===== src/rtl/sw_capture_fifo.sv =====
// Switch capture path: 2-flop synchroniser, debouncer, and a DEPTH-entry history FIFO
// of accepted values. The LEDs show either the live stable value or the oldest logged entry.
module sw_capture_fifo #(
   parameter int WIDTH           = 10,
   parameter int DEPTH           = 8,
   parameter int DEBOUNCE_CYCLES = 1000
) (
   input  logic                       clk,
   input  logic                       rst,
   input  logic [WIDTH-1:0]           sw,
   input  logic                       mode,
   input  logic                       pop,
   output logic [WIDTH-1:0]           led,
   output logic [$clog2(DEPTH+1)-1:0] count,
   output logic                       full,
   output logic                       empty,
   output logic                       overflow
);

   localparam int AW   = $clog2(DEPTH);
   localparam int CW   = (DEBOUNCE_CYCLES > 1) ? $clog2(DEBOUNCE_CYCLES) : 1;
   localparam int CNTW = $clog2(DEPTH+1);

   logic [WIDTH-1:0] sync1, sync2, candidate, stable;
   logic [CW-1:0]    cnt;
   logic [WIDTH-1:0] mem [DEPTH];
   logic [AW-1:0]    rd_ptr, wr_ptr;
   logic             settled, push, do_push, do_pop;

   // A value is accepted once the synchronised input has matched the candidate for
   // DEBOUNCE_CYCLES edges; it is logged only when it differs from the current stable value.
   assign settled = (sync2 == candidate) && (cnt == CW'(DEBOUNCE_CYCLES - 1));
   assign push    = settled && (candidate != stable);

   // pop is a one-cycle request with no handshake back: it is honoured when the FIFO
   // holds data and silently ignored otherwise. A push into a full FIFO still lands
   // when a pop on the same edge frees the head slot.
   assign do_push = push && (!full || pop);
   assign do_pop  = pop && !empty;

   assign full  = (count == CNTW'(DEPTH));
   assign empty = (count == '0);

   always_ff @(posedge clk) begin
      if (rst) begin
         sync1     <= '0;
         sync2     <= '0;
         candidate <= '0;
         stable    <= '0;
         cnt       <= '0;
      end else begin
         sync1 <= sw;
         sync2 <= sync1;
         if (sync2 != candidate) begin
            candidate <= sync2;
            cnt       <= '0;
         end else if (cnt == CW'(DEBOUNCE_CYCLES - 1)) begin
            if (candidate != stable)
               stable <= candidate;
         end else begin
            cnt <= cnt + 1'b1;
         end
      end
   end

   always_ff @(posedge clk) begin
      if (!rst && do_push)
         mem[wr_ptr] <= candidate;
   end

   always_ff @(posedge clk) begin
      if (rst) begin
         rd_ptr   <= '0;
         wr_ptr   <= '0;
         count    <= '0;
         overflow <= 1'b0;
      end else begin
         if (do_push)
            wr_ptr <= wr_ptr + 1'b1;
         if (do_pop)
            rd_ptr <= rd_ptr + 1'b1;
         case ({do_push, do_pop})
            2'b10:   count <= count + 1'b1;
            2'b01:   count <= count - 1'b1;
            default: count <= count;
         endcase
         if (push && full && !pop)
            overflow <= 1'b1;
      end
   end

   always_ff @(posedge clk) begin
      if (rst)
         led <= '0;
      else if (mode)
         led <= empty ? '0 : mem[rd_ptr];
      else
         led <= stable;
   end

endmodule

===== config.mk =====
export PLATFORM = sky130hd
export DESIGN_NAME = sw_capture_fifo
export DESIGN_NICKNAME = d
export VERILOG_FILES = /design/src/rtl/sw_capture_fifo.sv
export SDC_FILE = /design/constraint.sdc
export NUM_CORES = 1
export LEC_CHECK = 0
export CORE_MARGIN = 4
export CORE_UTILIZATION = 45
export CTS_BUF_LIST = sky130_fd_sc_hd__clkbuf_4
export DETAILED_ROUTE_END_ITERATION = 12
export SYNTH_ARGS = -nofsm -noshare
export SYNTH_HDL_FRONTEND = slang
export SYNTH_SLANG_ARGS = --single-unit

===== constraint.sdc =====
create_clock -name clk -period 5.6 [get_ports clk]
set_input_delay 0.84 -clock clk [delete_from_list [all_inputs] [get_ports clk]]
set_output_delay 0.84 -clock clk [all_outputs]
set_load 0.02 [all_outputs]

Word level (Yosys, flattened, before mapping)
Memory sizes are Yosys's and may differ from the RTL's. A register that Yosys moved wholly into a read port is not among the register bits.
Index checks and enable logic that the tools add are counted.
W data, S select, Z words.
{"block": "word_totals", "regBits": 71, "latch_bits": 0, "mem_bits_rw": 80, "rom_bits": 0, "input_bits": 14, "output_inout_bits": 17, "word_cells": 47, "memories": 1}
{"name": "mem", "words": 8, "width": 10, "rd": 1, "rd_ports_with_merged_regs": 1, "wr": 1, "line_no": "26", "text": "logic [WIDTH-1:0] mem [DEPTH];"}
{"block": "classes", "addsub": 5, "multipliers": 0, "div": 0, "order_cmp": 0, "n_eq_ne": 7, "n_shift": 0, "muxes": 7, "n_bitwise": 1, "n_reduce_logical": 16}
{"operator": "$mux W10", "count": 2}
{"operator": "$ne A10 B10 Y1", "count": 2}
{"operator": "$add A10 B1 Y10 const B", "count": 1}
{"operator": "$eq A10 B10 Y1", "count": 1}
{"operator": "$eq A10 B10 Y1 const B", "count": 1}
{"operator": "$pmux W4 S2", "count": 1}
{"operator": "$logic_and A1 B1 Y1", "count": 7}
{"operator": "$add A3 B1 Y3 const B", "count": 2}
{"operator": "$mux W3", "count": 2}
{"operator": "$add A4 B1 Y4 const B", "count": 1}
{"operator": "$eq A4 B4 Y1 const B", "count": 1}
{"operator": "$logic_not A1 Y1", "count": 4}
{"operator": "$logic_not A4 Y1", "count": 1}
{"operator": "$sub A4 B1 Y4 const B", "count": 1}
{"operator": "$reduce_and A3 Y1", "count": 1}
{"operator": "$eq A2 B1 Y1 const B", "count": 1}
{"operator": "$eq A2 B2 Y1 const B", "count": 1}
{"operator": "$mux W1", "count": 2}
{"operator": "$reduce_bool A2 Y1", "count": 1}
{"operator": "$reduce_or A2 Y1", "count": 1}
{"operator": "$logic_or A1 B1 Y1", "count": 1}
{"operator": "$not A1 Y1", "count": 1}

Logic depth before layout (Yosys ltp)
{"block": "depth", "depth_word": 7, "mapped_depth": 13}

Worst setup path before layout
No wires, ideal clock.
{"block": "synth_path", "kind": "register to register", "start": "register count[0]", "end": "register count[3]", "arrival_time_ns": 3.265, "required_time_ns": 5.529, "setup_slack_ns": 2.264, "path_stages_with_launch": 12, "path_buffers": 1, "path_cell_list": "dfxtp_1 nor4b_1 nor2b_1 buf_1 or2_2 ha_1 ha_1 a21o_1 a21oi_1 xnor2_1 or3_1 a21oi_1"}
{"block": "synth_between", "elab_chain_cells": 6, "elab_cells_between_ends": 13, "cone_classes": "add/sub: 2; eq/ne: 3; mux: 1; reduce/logical: 7"}
{"item": "start: declaration", "line_no": "14", "text": "output logic [$clog2(DEPTH+1)-1:0] count,"}
{"item": "start signal: assignment", "line_no": "83", "text": "2'b10: count <= count + 1'b1;"}
{"item": "start signal: assignment", "line_no": "84", "text": "2'b01: count <= count - 1'b1;"}
{"item": "start signal: assignment", "line_no": "85", "text": "default: count <= count;"}
{"item": "$eq A4 B4 Y1 (*)", "line_no": "41", "text": "assign full = (count == CNTW'(DEPTH));"}
{"item": "via full", "line_no": "15", "text": "output logic full,"}
{"item": "$logic_not A1 Y1 (*)", "line_no": "38", "text": "assign do_push = push && (!full || pop);"}
{"item": "$logic_or A1 B1 Y1 (*)", "line_no": "38"}
{"item": "$logic_and A1 B1 Y1 (*)", "line_no": "38"}
{"item": "$eq A2 B1 Y1 or $eq A2 B2 Y1 (tied branches)", "line_no": "82", "text": "case ({do_push, do_pop})"}
{"item": "$pmux W4 S2 or $reduce_bool A2 Y1 (tied branches)"}
The timed path passes the listed nets; every way through them passes the cells marked *.
A chain may end at the register's enable or synchronous reset.

Worst setup path after layout
{"block": "layout_path", "start": "register candidate[1]", "end": "register count[3]"}
{"block": "layout_between", "elab_chain_cells": 6, "elab_cells_between_ends": 9, "cone_classes": "eq/ne: 4; mux: 1; reduce/logical: 4"}
{"item": "start: declaration", "line_no": "24", "text": "logic [WIDTH-1:0] sync1, sync2, candidate, stable;"}
{"item": "start signal: assignment", "line_no": "55", "text": "candidate <= sync2;"}
{"item": "$eq A10 B10 Y1", "line_no": "32", "text": "assign settled = (sync2 == candidate) && (cnt == CW'(DEBOUNCE_CYCLES - 1));"}
{"item": "$logic_and A1 B1 Y1", "line_no": "32"}
{"item": "$logic_and A1 B1 Y1 (*)", "line_no": "33", "text": "assign push = settled && (candidate != stable);"}
{"item": "$logic_and A1 B1 Y1 (*)", "line_no": "38"}
{"item": "$eq A2 B1 Y1 or $eq A2 B2 Y1 (tied branches)", "line_no": "82"}
{"item": "$pmux W4 S2 or $reduce_bool A2 Y1 (tied branches)"}
Mark *: on every way between the ends. The rest lies on a longest branch, timed or not.

==> results <==
- For the pin with the worst max-slew slack, the measured transition is 1180 ps.
- The power density over the cells is 298 nW/um^2.
- The startpoint of the lowest-slack hold path is sync1[5].
- The count of final max-slew check failures is 0.
- The startpoint of the worst setup timing path is candidate[1].
- The remaining antenna violation count after routing is 0.
- The static power due to leakage is 0.00214 uW.
- The first global-routing pass estimated 18,800 um of wire.
- The antenna cell count is 0.
- The initial core utilization is 46.3%.
- The clock buffer count from CTS is 17.
- The type of the worst setup path is flop to flop.
- By instance count, the leading cell after synthesis is sky130_fd_sc_hd__edfxtp_1.
- After legalization and detailed placement, the total HPWL measured 7410 um.
- The end of the worst register-to-register path is count[3].
- The arrival time of the worst setup path is 4330 ps.
- The run finished with clean final reports.
- For the final routed database, the setup TNS stands at 0 ps.
- The synthesized area per cell is 13.6 um^2.
- The area of the die is about 15,000 um^2.
- The final net count is approximately 490.
- The worst min-delay path endpoint is sync2[5].
- The top achievable clock speed is 259 MHz.
- The count of max-cap constraint violations is 0.
- In this run the worst path has a maximum fanout of 11.
- The sequential element share of the synthesized area is between 60% and 70%.
- The area of the core is between 10,000 and 15,000 um^2.
- The sum of routed wire length over all layers is ~12,000 um.
- The number of top-level pins is 31.
- After synthesis, the cell types taking the most area are sky130_fd_sc_hd__edfxtp_1 41%, sky130_fd_sc_hd__dfxtp_1 25%, sky130_fd_sc_hd__mux4_2 7.6%, sky130_fd_sc_hd__nor2b_1 3.4%, sky130_fd_sc_hd__nor2_1 2.8%.
- The worst hold-check path type is flop to flop.
- The die is 122 um tall.
- The area of all placed cells without fillers is 6820 um^2.
- By count the netlist is led by 80 x sky130_fd_sc_hd__edfxtp_1, 74 x sky130_fd_sc_hd__dfxtp_1, 44 x sky130_fd_sc_hd__nor2_1, 32 x sky130_fd_sc_hd__nor2b_1, 27 x sky130_fd_sc_hd__a21oi_1.
- Across the VDD grid, the largest voltage drop is 135 uV.
- The global placement routability congestion is between 0.8 and 0.9.
- In this run the cell area of the synthesized design comes to 5900 um^2.
- The initialized floorplan defines between 40 and 50 standard-cell rows.
- TritonCTS built the clock tree.
- Headroom to the max-slew limit came out at 21.0%.
- After clock tree synthesis, the flow added hold-fix buffers numbering 0.
- After the first detailed-routing iteration, the DRC count stood at 216.
- The startpoint type of the worst setup path is a flop.
- The number of input and output port buffers inserted is 30.
- The cell area after placement is 6470 um^2.
- After the flow finishes, the layout carries non-filler instances totaling 649.
- After detailed routing, the number of vias per cell comes to 5.18.
- The number of hold violations in the final report came to 0.
- In this run, placement finished with an instance count of 617.
- The smallest hold slack is 449 ps.
- STA classifies the critical path endpoint as a flop.
- The clock tree root buffer cell is sky130_fd_sc_hd__clkbuf_4.
- Setup violations remaining at the end of the flow were counted as 0.
- In the finished design, the share of the clock period the worst path needs comes to 69.0%.
- Internal power comes to between 1500 and 2000 uW.
- Of the total power, the clock network draws 38.7%.
- Setup repair after global routing left no endpoint under its margin.
- The number of antenna violations at the first check in global routing was 0.
- The H-tree depth is 4.
- The most frequently used flop master after synthesis is sky130_fd_sc_hd__edfxtp_1.
- The number of flops mapped to enable cells by yosys is 80.
- Clock tree synthesis found a total of between 150 and 200 sinks.
- The post-route total power is roughly 2000 uW.
- The wire length per cell is between 15 and 20 um.
- The part of the total power dissipated in sequential elements is 58.8%.
- The post-synthesis net count is 453.
- In this run the register-to-register setup slack is 1740 ps.
- The number of resized instances in the post-cts repair step is 0.
- The fraction of synthesis flops using an asynchronous set or reset pin is 0%.
- The via count of the first global-routing pass is 3,381.
- In this run the critical register-to-register path is launched from candidate[1].
- In the global route stage, overall resource usage came out at 17.4%.
- Entering global routing, the biggest net connects 36 pins.
- Post-CTS timing repair inserted 0 buffers for setup.
- The worst hold path depth is 1.
- Yosys printed 0 warnings.
- After synthesis, the largest area contributor takes up between 40% and 50% of total cell area.
- The insertion delay to the later sink of the worst-skew pair is 540 ps.
- The part of the total power dissipated in combinational logic is 2.5%.
- The number of unique standard cell types used by synthesis is 37.
- The power dissipated by switching net loads is just over 400 uW.
- The required time of the worst setup path is roughly 6100 ps.
- The number of design rule violations left after detail routing is 0.
- The flip-flop and latch count after synthesis is approximately 150.
- From left edge to right edge, the die measures 122 um.
- The cell type with the highest aggregate area in the netlist is sky130_fd_sc_hd__edfxtp_1.
- The switching fraction of total power is 20.3%.
- The number of instances in the synthesized netlist is 432.
- After clock tree synthesis, the clock-pin slew on the worst setup and hold paths is 120 ps.
- The share of layout cells above drive strength 1 is 14.3%.
- Summing over every cut layer, the via total after detailed routing is 3,363.
- Measured in cells, the most critical reg-to-reg path has a length of 12.
- The largest buffer count on any clock path is 2.
- The final global-route overflow total is 0.
- The clock skew is about 18 ps.
- The first-pass detailed-route iteration total is 4.
- The final critical path time including I/O delays and setup is 3860 ps.
- The area growth from synthesis to layout is 15.6%.
==> critical path, cell delays in order (launching register included) <==
cell                      delay, ps
sky130_fd_sc_hd__dfxtp_1        580
sky130_fd_sc_hd__xnor2_1        190
sky130_fd_sc_hd__nand4_1        160
sky130_fd_sc_hd__nor4_1         470
sky130_fd_sc_hd__nand2_1        520
sky130_fd_sc_hd__or2_2          460
sky130_fd_sc_hd__ha_1           230
sky130_fd_sc_hd__ha_1           280
sky130_fd_sc_hd__a21o_1         180
sky130_fd_sc_hd__a21oi_1        170
sky130_fd_sc_hd__xnor2_1        100
sky130_fd_sc_hd__or3_1          310
sky130_fd_sc_hd__a21oi_1        140
==> registers in the layout, summed over array words and instances (netlist names), named ones only <==
signal     count
wr_ptr         3
count          4
candidate     10
mem           80
cnt           10
led           10
stable        10
sync1         10
overflow       1
sync2         10
rd_ptr         3
==> cells in the final DEF (no fill, tap or decap), types with 3 or more instances in the layout <==
| master | instances |
|---|---|
| sky130_fd_sc_hd__nand2b_1 | 4 |
| sky130_fd_sc_hd__nor2_1 | 44 |
| sky130_fd_sc_hd__nand2_1 | 7 |
| sky130_fd_sc_hd__nor2b_1 | 31 |
| sky130_fd_sc_hd__bufinv_16 | 5 |
| sky130_fd_sc_hd__mux4_2 | 20 |
| sky130_fd_sc_hd__nand3_1 | 18 |
| sky130_fd_sc_hd__xor2_1 | 17 |
| sky130_fd_sc_hd__xnor2_1 | 17 |
| sky130_fd_sc_hd__nor4_4 | 8 |
| sky130_fd_sc_hd__o21ai_0 | 11 |
| sky130_fd_sc_hd__edfxtp_1 | 80 |
| sky130_fd_sc_hd__dfxtp_1 | 73 |
| sky130_fd_sc_hd__clkdlybuf4s50_1 | 29 |
| sky130_fd_sc_hd__clkbuf_4 | 20 |
| sky130_fd_sc_hd__inv_1 | 5 |
| sky130_fd_sc_hd__nand4_1 | 3 |
| sky130_fd_sc_hd__ha_1 | 6 |
| sky130_fd_sc_hd__a21oi_1 | 27 |
| sky130_fd_sc_hd__mux2i_1 | 12 |
| sky130_fd_sc_hd__nor4_1 | 3 |
==> worst max-delay path by stage <==
| stage | to | slack, ps | cells after the start |
|---|---|---|---|
| 2_1_floorplan | count[3] | 2260 | 11 |
| 3_3_place_gp | count[3] | 1830 | 12 |
| 3_5_place_dp | count[3] | 1730 | 12 |
| 4_1_cts | count[3] | 1690 | 12 |
| 5_1_grt | count[3] | 1350 | 12 |
| 6_report | count[3] | 1740 | 12 |
==> layer usage <==
layer,part of all wire [%],GRT usage (%)
met3,4.2,4.38
met4,1.4,7.35
met1,43,22.2
met5,0,0
met2,51,28.2
==> area by class of cell <==
| class | count | area, um^2 |
|---|---|---|
| multi-input combinational | 253 | 2040 |
| inverter | 6 | 22.5 |
| fill | 1131 | 5900 |
| clock buffer | 20 | 150 |
| sequential | 154 | 3880 |
| clock inverter | 12 | 196 |
| timing repair buffer | 32 | 310 |
| tap | 172 | 215 |
==> cell families after synthesis <==
kind of cell	share of synthesized area, %
xor+xnor	5.05
simple gates	12.0
buf+inv	1.63
flops	65.9
mux	9.87
compound gates	3.97
fa+ha+maj	1.61
==> through the flow <==
stage	util, %	setup slack [ps]
6_report	53.6	1740
5_1_grt	53.6	1350
4_1_cts	53.6	1690
3_5_place_dp	50.9	1730
3_3_place_gp	50.9	1830
2_1_floorplan	-	2260
==> power groups by stage <==
| stage | clock network (uW) | registers (uW) | logic [uW] |
|---|---|---|---|
| final | 787 | 1200 | 50.8 |
| after global routing | 861 | 1200 | 55.6 |
| after CTS | 810 | 1200 | 51.6 |
| after detailed placement | 0 | 1220 | 51.5 |
| after global placement | 0 | 1220 | 51.0 |
| after floorplan | 0 | 1220 | 30.7 |
Note: power is estimated with default switching activity, not from simulation.
